==> config.mk <==
export PLATFORM = sky130hd
export DESIGN_NAME = serial_frame_receiver
export DESIGN_NICKNAME = d
export VERILOG_FILES = /design/src/rtl/serial_frame_receiver.sv
export SDC_FILE = /design/constraint.sdc
export NUM_CORES = 1
export LEC_CHECK = 0
export CORE_MARGIN = 2
export CORE_UTILIZATION = 40
export DETAILED_ROUTE_END_ITERATION = 10
export PLACE_DENSITY = 0.73
export SETUP_SLACK_MARGIN = 0.1
export SLEW_MARGIN = 20
export SYNTH_ARGS = -nofsm -noshare
export SYNTH_HDL_FRONTEND = slang
export SYNTH_SLANG_ARGS = --single-unit
==> constraint.sdc <==
create_clock -name clk -period 2.19 [get_ports clk]
set_input_delay 0.219 -clock clk [delete_from_list [all_inputs] [get_ports clk]]
set_output_delay 0.219 -clock clk [all_outputs]
set_load 0.03 [all_outputs]
==> src/rtl/serial_frame_receiver.sv <==
// Deserialises LSB-first frames (start_c strobe + c bit) into a parallel word held
// in a one-entry valid/ready output register, with length, overflow and drop status.
module serial_frame_receiver #(
   parameter int WIDTH = 8,
   parameter int CNT_W = 4
) (
   input  logic             clk,
   input  logic             reset,
   input  logic             start_c,
   input  logic             c,
   input  logic             out_ready,
   output logic             out_valid,
   output logic [WIDTH-1:0] out_data,
   output logic [CNT_W-1:0] out_len,
   output logic             out_ovf,
   output logic             busy,
   output logic             drop
);

   typedef enum logic {IDLE, RECV} state_t;

   state_t             state_q, state_d;
   logic [WIDTH-1:0]   shift_q, shift_d;
   logic [CNT_W-1:0]   cnt_q, cnt_d;
   logic               ovf_q, ovf_d;
   logic               out_valid_d, out_ovf_d, drop_d;
   logic [WIDTH-1:0]   out_data_d;
   logic [CNT_W-1:0]   out_len_d;

   // NOTE: every output comes straight from a flop, so no input reaches an output combinationally.
   assign busy = (state_q == RECV);

   always_ff @(posedge clk or negedge reset) begin
      if (!reset) begin
         state_q   <= IDLE;
         shift_q   <= '0;
         cnt_q     <= '0;
         ovf_q     <= 1'b0;
         out_valid <= 1'b0;
         out_data  <= '0;
         out_len   <= '0;
         out_ovf   <= 1'b0;
         drop      <= 1'b0;
      end else begin
         // NOTE: non-blocking assignments so every flop samples the pre-edge values.
         state_q   <= state_d;
         shift_q   <= shift_d;
         cnt_q     <= cnt_d;
         ovf_q     <= ovf_d;
         out_valid <= out_valid_d;
         out_data  <= out_data_d;
         out_len   <= out_len_d;
         out_ovf   <= out_ovf_d;
         drop      <= drop_d;
      end
   end

   always_comb begin
      // NOTE: defaults first so no path through the case leaves a signal unassigned (no latches).
      state_d     = state_q;
      shift_d     = shift_q;
      cnt_d       = cnt_q;
      ovf_d       = ovf_q;
      out_valid_d = out_valid & ~out_ready;
      out_data_d  = out_data;
      out_len_d   = out_len;
      out_ovf_d   = out_ovf;
      drop_d      = 1'b0;

      unique case (state_q)
         IDLE: begin
            if (start_c) begin
               // Clearing the buffer here keeps unfilled MSBs at zero.
               shift_d = WIDTH'(c);
               cnt_d   = CNT_W'(1);
               ovf_d   = 1'b0;
               state_d = RECV;
            end
         end
         RECV: begin
            if (start_c) begin
               if (cnt_q < CNT_W'(WIDTH)) begin
                  shift_d = shift_q | (WIDTH'(c) << cnt_q);
                  cnt_d   = cnt_q + CNT_W'(1);
               end else begin
                  ovf_d = 1'b1;
               end
            end else begin
               state_d = IDLE;
               // A full register that is accepted on this edge may be refilled on it.
               if (!out_valid || out_ready) begin
                  out_valid_d = 1'b1;
                  out_data_d  = shift_q;
                  out_len_d   = cnt_q;
                  out_ovf_d   = ovf_q;
               end else begin
                  drop_d = 1'b1;
               end
            end
         end
         default: state_d = IDLE;
      endcase
   end

endmodule
==> run_results.csv <==
group,metric,value,unit
outcome,status,"finished clean",
clock_tree,root_buffer,"clkbuf_4",
hold_path,hold_class,"in2async",
synthesis,synth_edf_count,0,
worst_setup_path,crit_family,"buffers and inverters",
clock_tree,hold_buffers,0,
sta,worst_pin_slew,0.523,ns
worst_setup_path,path_buf_inv,1,
clock_tree,post_cts_buffers,0,
global_route,grt_pass1_vias,808,
sta,slew_headroom,65.0,%
clock_tree,cts.path.max_buffers,2,
synthesis,ys_warn_count,0,
synthesis,async_flop_share,100,%
clock_tree,clk_latency,0.32,ns
synthesis,yosysTopAreaCellShare,58.6,%
cells_and_area,synthToLayoutAreaGrowth,23.7,%
worst_setup_path,reg2reg_depth,4,
sta,skew,0.00198,ns
synthesis,synth_commonest_cells,"dfrtp_1, mux2_4, nor2_1",
sta,setup-tns-final,0,ns
synthesis,yosysSeqAreaShare,58.6,%
worst_setup_path,cp_cell_sequence,"clkdlybuf4s50_1",
global_route,grt_antenna_before_repair,0,
worst_setup_path,cp-end-kind,"output pin",
drt,top_layer,"met4",
cells_and_area,final_util,51.0,%
sta,hold_ws,0.273,ns
drt,antenna_left,0,
drt,num_vias,805,
worst_setup_path,worstSetupPathType,"reg2out",
synthesis,syn_avg_cell_area,13.0,µm²
synthesis,yosysUniqueCellTypes,28,
global_route,globalRouteOverflowTotal,0,
synthesis,synthFlopType,"dfrtp_1",
synthesis,synth_area,0.00124,mm²
sta,finalHoldViolCount,0,
drt,remaining_drc_errors,0,
floorplan,dieArea,0.00355,mm²
synthesis,yosysMostFrequentCell,"dfrtp_1",
worst_setup_path,arrival,1.55,ns
placement,place_area,0.00146,mm²
synthesis,syn_nets,101,
floorplan,boundaryPins,21,
clock_tree,cts-resized-gates,0,
placement,gp_congestion,0.868,
clock_tree,path_clk_slew,0.09,ns
drt,first_pass_iters,4,
placement,portBuffers,20,
floorplan,core_region_area,0.00300,mm²
global_route,grt_pass1_wl,3620,µm
synthesis,synth_adder_area_share,1.01,%
floorplan,dieHeight,59.6,µm
cells_and_area,fin_area,0.00153,mm²
synthesis,synth_area_leader_cell,"dfrtp_1",
drt,met2WireLength,1050,µm
worst_setup_path,startpoint_type,"flop",
sta,finalCriticalPeriod,1.77,ns
worst_setup_path,slowest_delay,0.72,ns
cells_and_area,fillers,277,
power,vdd_drop_max,427,µV
drt,wl_per_cell,13.9,µm
power,power.density,1110,mW/mm²
sta,max_freq,565,MHz
placement,dp_hpwl,1560,µm
cells_and_area,layout-drive-gt1-share,21.0,%
synthesis,synthSimpleGateAreaFrac,14.6,%
clock_tree,cts_sinks,29,
drt,wl,2120,µm
worst_setup_path,cpMaxStageDelayCell,"clkdlybuf4s50_1",
sta,min_period_over_period,80.8,%
global_route,grt_use_total,14.4,%
drt,met1Wirelength,922,µm
synthesis,synthMuxAreaShare,14.9,%
sta,timing.final.setup_violations,0,
synthesis,synth_seq_cells,29,
global_route,grt_max_degree,30,
power,leakage,0.000735,µW
worst_setup_path,crit_cells,1,
cells_and_area,final_cells,152,
floorplan,die_w,59.6,µm
clock_tree,cts_tree,"done",
synthesis,synthXorXnorAreaFrac,0,%
synthesis,netlist_instances,95,
floorplan,initial_core_util,41.2,%
synthesis,synth_compound_area_share,7.58,%
synthesis,synth_top_family_by_area,"multiplexers",
worst_setup_path,worstPathRequired,1.97,ns
drt,drt_iter0_drc,19,
worst_setup_path,critPathMaxFanout,8,
floorplan,rows,20,
cells_and_area,fin_nets,124,
sta,rsz0062_at_grt,"false",
sta,drv_slew,0,
clock_tree,cts_buffers,5,
placement,post-place-cells,144,
drt,wl_met3,100,µm
synthesis,synth.area.top_cells,"dfrtp_1, mux2_4, nor2_1",
cells_and_area,diodes,0,
run,maxCapViolations,0,
clock_tree,htreeDepth,2,
drt,viasPerCell,5.30,
==> placed cells by master, fill, tap and decap left out <==
cell type / n
a21oi_1: 3
a221o_1: 1
a22o_1: 2
a31oi_1: 2
a32o_1: 1
a41oi_1: 2
and2_1: 1
and3_1: 2
buf_4: 2
clkbuf_4: 5
clkbuf_8: 2
clkdlybuf4s50_1: 20
clkinv_2: 1
dfrtp_1: 29
ha_1: 1
inv_1: 2
mux2_2: 3
mux2_4: 10
nand2_1: 5
nand2b_1: 3
nand2b_2: 1
nand2b_4: 1
nand3_1: 1
nand4b_1: 1
nor2_1: 9
nor2b_1: 3
nor3b_1: 2
nor4bb_1: 2
o21ai_0: 1
o22ai_1: 1
==> cells by family (layout without fill, tap and decap cells) <==
| kind of cell | Yosys count | after routing |
|---|---|---|
| compound gates | 13 | 13 |
| buf+inv | 8 | 32 |
| fa+ha+maj | 1 | 1 |
| flops | 29 | 29 |
| simple gates | 31 | 31 |
| mux | 13 | 13 |
==> cell type report <==
cell class	count	area [µm²]	area share, %
Clock buffer	7	65.1	4.25
Multi-Input combinational cell	58	470	30.7
Clock inverter	1	5.00	0.327
Inverter	2	7.51	0.491
Timing Repair Buffer	22	215	14.1
Sequential cell	29	726	47.4
Tap cell	33	41.3	2.70
==> per-stage QoR <==
stage	setup WS, ns	power (µW)
2_1_floorplan	0.770	1130
4_1_cts	0.408	1720
6_report	0.421	1690
3_5_place_dp	0.525	1350
3_3_place_gp	0.586	1330
5_1_grt	0.376	1800
==> registers in the layout, summed over array words and instances (netlist names) <==
name / count
out_data: 8
shift_q: 8
cnt_q: 4
out_len: 4
busy: 1
drop: 1
out_ovf: 1
out_valid: 1
ovf_q: 1
==> power by group <==
| group | switching, µW | internal, µW |
|---|---|---|
| sequential | 117 | 661 |
| combinational | 274 | 276 |
| clock | 178 | 186 |
==> path summary, 6_finish.rpt <==
check | startpoint | endpoint | slack [ns]
worst max-delay path | busy | busy | 0.42
worst max register to register | cnt_q[0] | cnt_q[2] | 0.75
min in group clk | shift_q[4] | shift_q[4] | 0.49
worst min-delay path | reset | out_data[4] | 0.27
worst min register to register | shift_q[4] | shift_q[4] | 0.49
max in group asynchronous | reset | out_valid | 1.65
==> per-layer routing <==
layer	up-vias	global-route usage, %
met5	-	0
met4	0	9.52
met3	4	5.24
met2	24	21.7
met1	395	17.1
li1	382	-
Note: power is estimated with default switching activity, not from simulation.
